File: config.mk
export PLATFORM = sky130hd
export DESIGN_NAME = imm_encoder
export DESIGN_NICKNAME = d
export VERILOG_FILES = /design/src/rtl/imm_encoder.sv
export SDC_FILE = /design/constraint.sdc
export NUM_CORES = 1
export LEC_CHECK = 0
export ABC_CLOCK_PERIOD_IN_PS = 1650
export CAP_MARGIN = 20
export CORE_AREA = 2 2 84 127
export CTS_BUF_LIST = sky130_fd_sc_hd__clkbuf_16
export DETAILED_ROUTE_END_ITERATION = 8
export DIE_AREA = 0 0 86 129
export GPL_ROUTABILITY_DRIVEN = 0
export GPL_TIMING_DRIVEN = 0
export PLACE_DENSITY_LB_ADDON = 0.3
export SYNTH_ARGS = -nofsm -noshare
export SYNTH_HDL_FRONTEND = slang
export SYNTH_SLANG_ARGS = --single-unit
File: constraint.sdc
create_clock -name clk -period 1.65 [get_ports clk]
set_input_delay 0.495 -clock clk [delete_from_list [all_inputs] [get_ports clk]]
set_output_delay 0.495 -clock clk [all_outputs]
set_load 0.1 [all_outputs]
File: src/rtl/imm_encoder.sv
// Immediate encoder: packs a signed immediate into a J/I/B/S instruction template
// through a two-stage valid/ready pipeline, flagging and counting unencodable words.
module imm_encoder #(
    parameter int ERR_CNT_W = 8
) (
    input  logic                 clk,
    input  logic                 rst_n,
    input  logic                 in_valid,
    output logic                 in_ready,
    input  logic [31:0]          in_instr,
    input  logic [31:0]          in_imm,
    input  logic [1:0]           in_sel,
    output logic                 out_valid,
    input  logic                 out_ready,
    output logic [31:0]          out_instr,
    output logic                 out_err,
    input  logic                 err_clr,
    output logic [ERR_CNT_W-1:0] err_cnt
);

    localparam logic [1:0] SEL_J = 2'b00;
    localparam logic [1:0] SEL_I = 2'b01;
    localparam logic [1:0] SEL_B = 2'b10;
    localparam logic [1:0] SEL_S = 2'b11;

    logic                 s1_valid_reg;
    logic [31:0]          s1_instr_reg;
    logic [20:0]          s1_imm_reg;
    logic [1:0]           s1_sel_reg;
    logic                 s1_err_reg;
    logic                 s2_valid_reg;
    logic [31:0]          s2_instr_reg;
    logic                 s2_err_reg;
    logic [ERR_CNT_W-1:0] err_cnt_reg;
    logic [ERR_CNT_W-1:0] err_cnt_next;

    logic [3:0]  range_ok;
    logic        align_ok;
    logic        in_err;
    logic        accept;
    logic        s2_adv;
    logic [31:0] field_mask;
    logic [31:0] field_bits;
    logic [31:0] packed_instr;

    // A value fits in N signed bits when bits [31:N-1] are all equal.
    genvar gi;
    generate
        for (gi = 0; gi < 4; gi++) begin : g_range
            localparam int N = (gi == 0) ? 21 : ((gi == 2) ? 13 : 12);
            assign range_ok[gi] = (&in_imm[31:N-1]) | ~(|in_imm[31:N-1]);
        end
    endgenerate

    assign align_ok = !(((in_sel == SEL_J) || (in_sel == SEL_B)) && in_imm[0]);
    assign in_err   = !(range_ok[in_sel] && align_ok);

    assign s2_adv   = s1_valid_reg && (!s2_valid_reg || out_ready);
    assign in_ready = rst_n && (!s1_valid_reg || !s2_valid_reg || out_ready);
    assign accept   = in_valid && in_ready;

    always_comb begin
        field_mask = 32'h0000_0000;
        field_bits = 32'h0000_0000;
        case (s1_sel_reg)
            SEL_J: begin
                field_mask = 32'hFFFF_F000;
                field_bits = {s1_imm_reg[20], s1_imm_reg[10:1], s1_imm_reg[11],
                              s1_imm_reg[19:12], 12'h000};
            end
            SEL_I: begin
                field_mask = 32'hFFF0_0000;
                field_bits = {s1_imm_reg[11:0], 20'h00000};
            end
            SEL_B: begin
                field_mask = 32'hFE00_0F80;
                field_bits = {s1_imm_reg[12], s1_imm_reg[10:5], 13'h0000,
                              s1_imm_reg[4:1], s1_imm_reg[11], 7'h00};
            end
            SEL_S: begin
                field_mask = 32'hFE00_0F80;
                field_bits = {s1_imm_reg[11:5], 13'h0000, s1_imm_reg[4:0], 7'h00};
            end
        endcase
    end

    // Erroneous words keep the template but zero every immediate field.
    assign packed_instr = (s1_instr_reg & ~field_mask) | (s1_err_reg ? 32'h0000_0000 : field_bits);

    always_comb begin
        err_cnt_next = err_cnt_reg;
        if (err_clr) begin
            err_cnt_next = '0;
        end else if (s2_valid_reg && out_ready && s2_err_reg && (err_cnt_reg != '1)) begin
            err_cnt_next = err_cnt_reg + ERR_CNT_W'(1);
        end
    end

    always_ff @(posedge clk) begin
        if (!rst_n) begin
            s1_valid_reg <= 1'b0;
            s1_instr_reg <= '0;
            s1_imm_reg   <= '0;
            s1_sel_reg   <= SEL_J;
            s1_err_reg   <= 1'b0;
            s2_valid_reg <= 1'b0;
            s2_instr_reg <= '0;
            s2_err_reg   <= 1'b0;
            err_cnt_reg  <= '0;
        end else begin
            if (accept) begin
                s1_valid_reg <= 1'b1;
                s1_instr_reg <= in_instr;
                s1_imm_reg   <= in_imm[20:0];
                s1_sel_reg   <= in_sel;
                s1_err_reg   <= in_err;
            end else if (s2_adv) begin
                s1_valid_reg <= 1'b0;
            end

            if (s2_adv) begin
                s2_valid_reg <= 1'b1;
                s2_instr_reg <= packed_instr;
                s2_err_reg   <= s1_err_reg;
            end else if (out_ready) begin
                s2_valid_reg <= 1'b0;
            end

            err_cnt_reg <= err_cnt_next;
        end
    end

    assign out_valid = s2_valid_reg;
    assign out_instr = s2_instr_reg;
    assign out_err   = s2_err_reg;
    assign err_cnt   = err_cnt_reg;

endmodule

==> results of run 1 <==
-- critical path, stage by stage, from the launching register on --
cell	delay, ns
dfxtp_4	0.35
nor2b_4	0.15
nand2_2	0.06
and2_4	0.15
buf_12	0.16
-- cell usage in the layout (no fill, tap or decap), types with 7 or more instances in the layout --
cell type,count
nand2_1,134
dfxtp_1,82
clkdlybuf4s50_1,53
nand3_1,52
buf_2,48
o211a_1,18
a21boi_0,14
clkbuf_1,13
inv_1,10
nor2_1,10
clkbuf_16,9
nor3b_1,8
dlygate4sd2_1,8
buf_4,7
nand4_1,7
dfxtp_4,7
-- stage by stage --
| stage | cells | util, % | hold slack (ns) |
|---|---|---|---|
| floorplan | 450 | - | 0.433 |
| global placement | 672 | 50.6 | 0.442 |
| detailed placement | 672 | 50.6 | 0.445 |
| CTS | 690 | 51.9 | 0.455 |
| global route | 691 | 52.2 | 0.466 |
| finish | 691 | 52.2 | 0.456 |
-- cell families after synthesis --
| family | count (synthesis) | synth area share (%) |
|---|---|---|
| and+or+nand+nor | 244 | 30.2 |
| muxes | 3 | 0.787 |
| AOI/OAI and AO/OA | 60 | 13.3 |
| buffers and inverters | 43 | 5.45 |
| DFF | 92 | 48.3 |
| xor gates and xnor gates | 7 | 1.61 |
| adders and majority gates | 1 | 0.328 |
-- worst min path at each step --
stage                                  end  slack [ns]  cells after the start
after floorplan             s1_imm_reg[20]        0.43                      2
after global placement      s1_imm_reg[20]        0.44                      2
after detailed placement    s1_imm_reg[20]        0.45                      2
after CTS                   s1_imm_reg[20]        0.46                      2
after global routing      s1_instr_reg[22]        0.47                      2
final                      s1_instr_reg[5]        0.46                      2
-- power groups by stage --
stage	logic, µW	clock network (µW)	registers [µW]
final	924	2130	2420
after global routing	986	2260	2430
after CTS	923	2170	2420
after detailed placement	957	0	2470
after global placement	949	0	2470
after floorplan	315	0	2750
-- routing by layer --
layer / track usage [%] / share of wire (%)
met5: 0 / 0
met2: 35.3 / 53
met1: 22.0 / 40
met4: 10.4 / 3.2
met3: 3.85 / 3.9
-- area by class of cell --
class	instances	share of cell area, %
flip-flops and latches	92	36.0
multi-input cells	315	34.2
repair buffers	108	16.8
clock buffers	9	4.33
plain buffers	34	3.54
well taps	117	2.82
clock inverters	7	1.61
inverters	9	0.650
-- repair_timing --
action,CTS,global route
resized for setup,235,14
hold buffers,0,0
endpoints found under the setup margin,102,26
pin swaps,4,3
buffers inserted,2,1
==> impl_metrics.json, run 1 <==
{
  "status": "finished, violations left",
  "violations": "setup timing",
  "wl_per_cell_um": 15.3,
  "fin_ws_ns": -0.0618,
  "synthTopCellsByArea": "dfxtp_1, nand2_1, nand3_1",
  "synth-edff-count": 0,
  "intPower_uw": 3960,
  "grt.overflow.total": 0,
  "hp-class": "reg2reg",
  "slew_headroom_pct": 65.0,
  "io_pins": 114,
  "fin_crit_ns": 1.71,
  "core_area_mm2": 0.00997,
  "htreeDepth": 3,
  "grt_pass1_wl_um": 16900,
  "root_buffer": "clkbuf_16",
  "cp_max_fo": 3,
  "largest_reg_flops": 32,
  "first_global_vias": 3439,
  "finalPower_uw": 5480,
  "initial_core_util_pct": 38.3,
  "r2r-end": "out_instr[20]",
  "synth_ff_type": "dfxtp_1",
  "maxCapViolCount": 0,
  "grt_start_max_net_pins": 15,
  "worstMarginPinSlew_ns": 0.525,
  "powerDensity_mw_per_mm2": 1050,
  "wirelength_um": 10600,
  "multi_input_area_mm2": 0.00178,
  "avgSynthCellArea_um2": 8.47,
  "fin_worst_skew_ns": 0.00552,
  "p_comb_share_pct": 16.9,
  "worstReg2RegStart": "out_valid",
  "p_sw_uw": 1520,
  "cp.required_ns": 1.15,
  "hpwl_um": 7990,
  "die_area_mm2": 0.0111,
  "drt.antenna.violating_nets": 0,
  "ys_top_cells_by_count": "nand2_1, dfxtp_1, nand3_1",
  "cts_sinks": 92,
  "grt_util_all_layers_pct": 19.8,
  "synth_seq_cells": 92,
  "setup_tns_ns": -0.0618,
  "power_leakage_uw": 0.00242,
  "dieWidth_um": 86,
  "synthCells": 450,
  "areaGrowthSynthToFinish_pct": 36.4,
  "diodes": 0,
  "crit_path_start_kind": "flip-flop",
  "num-fill-cells": 964,
  "cts_tree": "done",
  "hold_violations": 0,
  "synth_area_leader_cell": "dfxtp_1",
  "ctsLongestPathBuffers": 2,
  "arrival_ns": 1.22,
  "nNetsFinal": 641,
  "yosysUniqueCellTypes": 45,
  "design_area_mm2": 0.00520,
  "portBuffers": 105,
  "drive_gt1_share_pct": 17.9,
  "clk_latency_ns": 0.34,
  "drv_slew": 0,
  "cts.reportedPaths.clkPinSlew_ns": 0.06,
  "yosysWarnings": 0,
  "drt-pass1-iter-count": 6,
  "async_reset_ff_share_pct": 0,
  "seqCellArea_mm2": 0.00187,
  "switching_share_pct": 27.7,
  "endpoint_kind": "output pin",
  "synth.cell_area_mm2": 0.00381,
  "seq_power_share_pct": 44.2,
  "ys_seq_area_share_pct": 48.3,
  "rsz0062_at_grt": "true",
  "setup_viol": 1,
  "viasPerCell": 5.11,
  "num_rows": 45,
  "antenna_found_initial": 0,
  "dpl_worst_slack_ns": -1.39,
  "placed_area_mm2": 0.00504,
  "syn_nets": 522,
  "synth_most_common_cell": "nand2_1",
  "route.detailed.drc": 0,
  "timing.final.crit_share_pct": 104,
  "die_h_um": 129,
  "drtIter0Drc": 166,
  "synth_top_area_share_pct": 48.3,
  "via_count": 3529,
  "cts_buffers": 9,
  "pwr-share-clk_pct": 38.9,
  "crit_type": "reg2out",
  "fmax_mhz": 584,
  "worstSetupEndpoint": "in_ready",
  "hold_start": "s1_instr_reg[5]",
  "r2r_cells": 7,
  "ir_worst_vdd_mv": 0.717,
  "cp-startpoint": "out_valid",
  "rrSetupSlack_ns": 0.08
}
(Power assumes the default switching activity.)
==> inputs of run 2 (changes only) <==
--- a/config.mk
+++ b/config.mk
@@ -8,7 +8,7 @@
 export ABC_CLOCK_PERIOD_IN_PS = 1650
 export CAP_MARGIN = 20
 export CORE_AREA = 2 2 84 127
-export CTS_BUF_LIST = sky130_fd_sc_hd__clkbuf_16
+export CTS_BUF_LIST = sky130_fd_sc_hd__clkbuf_8
 export DETAILED_ROUTE_END_ITERATION = 8
 export DIE_AREA = 0 0 86 129
 export GPL_ROUTABILITY_DRIVEN = 0
==> impl_metrics.json, run 2 (same netlist as run 1, synthesis figures left out) <==
{
  "status": "finished, violations left",
  "violations": "setup timing",
  "drtIter0Drc": 182,
  "timing.final.crit_share_pct": 105,
  "intPower_uw": 3550,
  "areaGrowthSynthToFinish_pct": 36.3,
  "p_comb_share_pct": 18.7,
  "layout_common_cells": "nand2_1, dfxtp_1, clkdlybuf4s50_1",
  "fmax_mhz": 576,
  "cts_buffers": 9,
  "initial_core_util_pct": 38.3,
  "final_common_cell": "nand2_1",
  "switching_share_pct": 29.0,
  "rrSetupSlack_ns": 0.06,
  "path_buf_inv": 1,
  "final_core_util_pct": 52.1,
  "clk_latency_ns": 0.35,
  "cp.required_ns": 1.15,
  "grt_start_max_net_pins": 15,
  "die_area_mm2": 0.0111,
  "wl_per_cell_um": 15.2,
  "hpwl_um": 7990,
  "r2r_cells": 7,
  "nNetsFinal": 641,
  "pwr-share-clk_pct": 32.8,
  "htreeDepth": 3,
  "diodes": 0,
  "wirelength_um": 10500,
  "antenna_found_initial": 0,
  "setup_tns_ns": -0.0851,
  "drt-pass1-iter-count": 4,
  "dieWidth_um": 86,
  "fin_worst_skew_ns": 0.00917,
  "crit_path_top_delay_cell": "dfxtp_4",
  "die_h_um": 129,
  "drive_gt1_share_pct": 17.9,
  "crit_path_start_kind": "flip-flop",
  "grt.overflow.total": 0,
  "ctsLongestPathBuffers": 2,
  "grt_pass1_wl_um": 16700,
  "viasPerCell": 5.07,
  "seq_power_share_pct": 48.4,
  "fin_crit_ns": 1.74,
  "cts.reportedPaths.clkPinSlew_ns": 0.09,
  "grt_util_all_layers_pct": 19.4,
  "hold-path-cell-count": 3,
  "root_buffer": "clkbuf_8",
  "design_area_mm2": 0.00520,
  "dpl_worst_slack_ns": -1.39,
  "drv_slew": 0,
  "core_area_mm2": 0.00997,
  "hold_violations": 0,
  "crit_family": "flip-flops",
  "cp_max_fo": 3,
  "route.detailed.drc": 0,
  "slew_headroom_pct": 63.9,
  "power_leakage_uw": 0.00237,
  "min_to": "s1_imm_reg[12]",
  "cts_tree": "done",
  "hold_start": "in_imm[12]",
  "placed_area_mm2": 0.00504,
  "largest_reg_flops": 32,
  "cts_sinks": 92,
  "hold_slack_ns": 0.405,
  "slowest_delay_ns": 0.36,
  "arrival_ns": 1.24,
  "rsz0062_at_grt": "true",
  "p_sw_uw": 1450,
  "io_pins": 114,
  "fin_ws_ns": -0.0851,
  "hp-class": "in2reg",
  "powerDensity_mw_per_mm2": 962,
  "crit_type": "reg2out",
  "endpoint_kind": "output pin",
  "worstMarginPinSlew_ns": 0.535,
  "ir_worst_vdd_mv": 0.625,
  "drt.antenna.violating_nets": 0,
  "setup_viol": 1,
  "crit_chain": "nor2b_4 -> nand2_2 -> and2_4 -> buf_12",
  "portBuffers": 105,
  "via_count": 3502,
  "first_global_vias": 3405,
  "r2r-end": "out_instr[20]",
  "worstReg2RegStart": "out_valid",
  "maxCapViolCount": 0,
  "num_rows": 45
}
## run 2: cell types whose count changed in the layout (fill, tap and decap cells not counted), moves of 6 or more
cell and change:
buf_2 -31, buf_4 +6, clkbuf_16 -9, clkbuf_4 +24, clkbuf_8 +10
## run 2: through the flow
step | cells | total power, µW
floorplan | 450 | 3060
global placement | 672 | 3420
detailed placement | 672 | 3430
CTS | 690 | 5020
global route | 691 | 5190
finish | 691 | 5000
## run 2: final cells by class
class	count	area, µm²
repair buffers	108	958
inverters	9	33.8
flip-flops and latches	92	1870
plain buffers	34	183
clock buffers	10	138
multi-input cells	315	1790
fillers	982	4770
clock inverters	6	80.1
well taps	117	146
## run 2: how the worst max path moves through the flow
stage,startpoint,to,slack [ns],cells after the start
floorplan,out_valid,in_ready,0.01,3
global placement,out_ready,in_ready,-1.38,5
detailed placement,out_ready,in_ready,-1.39,5
CTS,out_valid,in_ready,-0.1,4
global route,out_valid,in_ready,-0.14,4
finish,out_valid,in_ready,-0.09,4
## run 2: per-layer routing
| layer | vias to the layer above | routed length, µm | GRT usage, % |
|---|---|---|---|
| met4 | 0 | 244 | 7.47 |
| met1 | 1617 | 4180 | 22.1 |
| met2 | 97 | 5560 | 35.1 |
| met5 | - | 0 | 0 |
| met3 | 16 | 495 | 3.78 |
| li1 | 1772 | - | - |
## run 2: worst reg2reg max path, cell delays in order (launching register included)
cell and delay, ns:
dfxtp_4 0.36, nor2b_4 0.13, buf_4 0.14, nor2b_1 0.11, clkbuf_4 0.21, buf_4 0.20
o311ai_0 0.18, o211a_1 0.18
## run 2: what timing repair did
action,4_1_cts,5_1_grt
setup endpoints to repair,103,47
pin swaps,5,2
setup buffers,2,1
hold buffers,0,0
gates resized for setup,240,38
## run 2: power groups by stage
stage | sequential [µW] | combinational, µW | clock (µW)
2_1_floorplan | 2750 | 315 | 0
3_3_place_gp | 2470 | 949 | 0
3_5_place_dp | 2470 | 957 | 0
4_1_cts | 2420 | 925 | 1670
5_1_grt | 2430 | 999 | 1760
6_report | 2420 | 937 | 1640
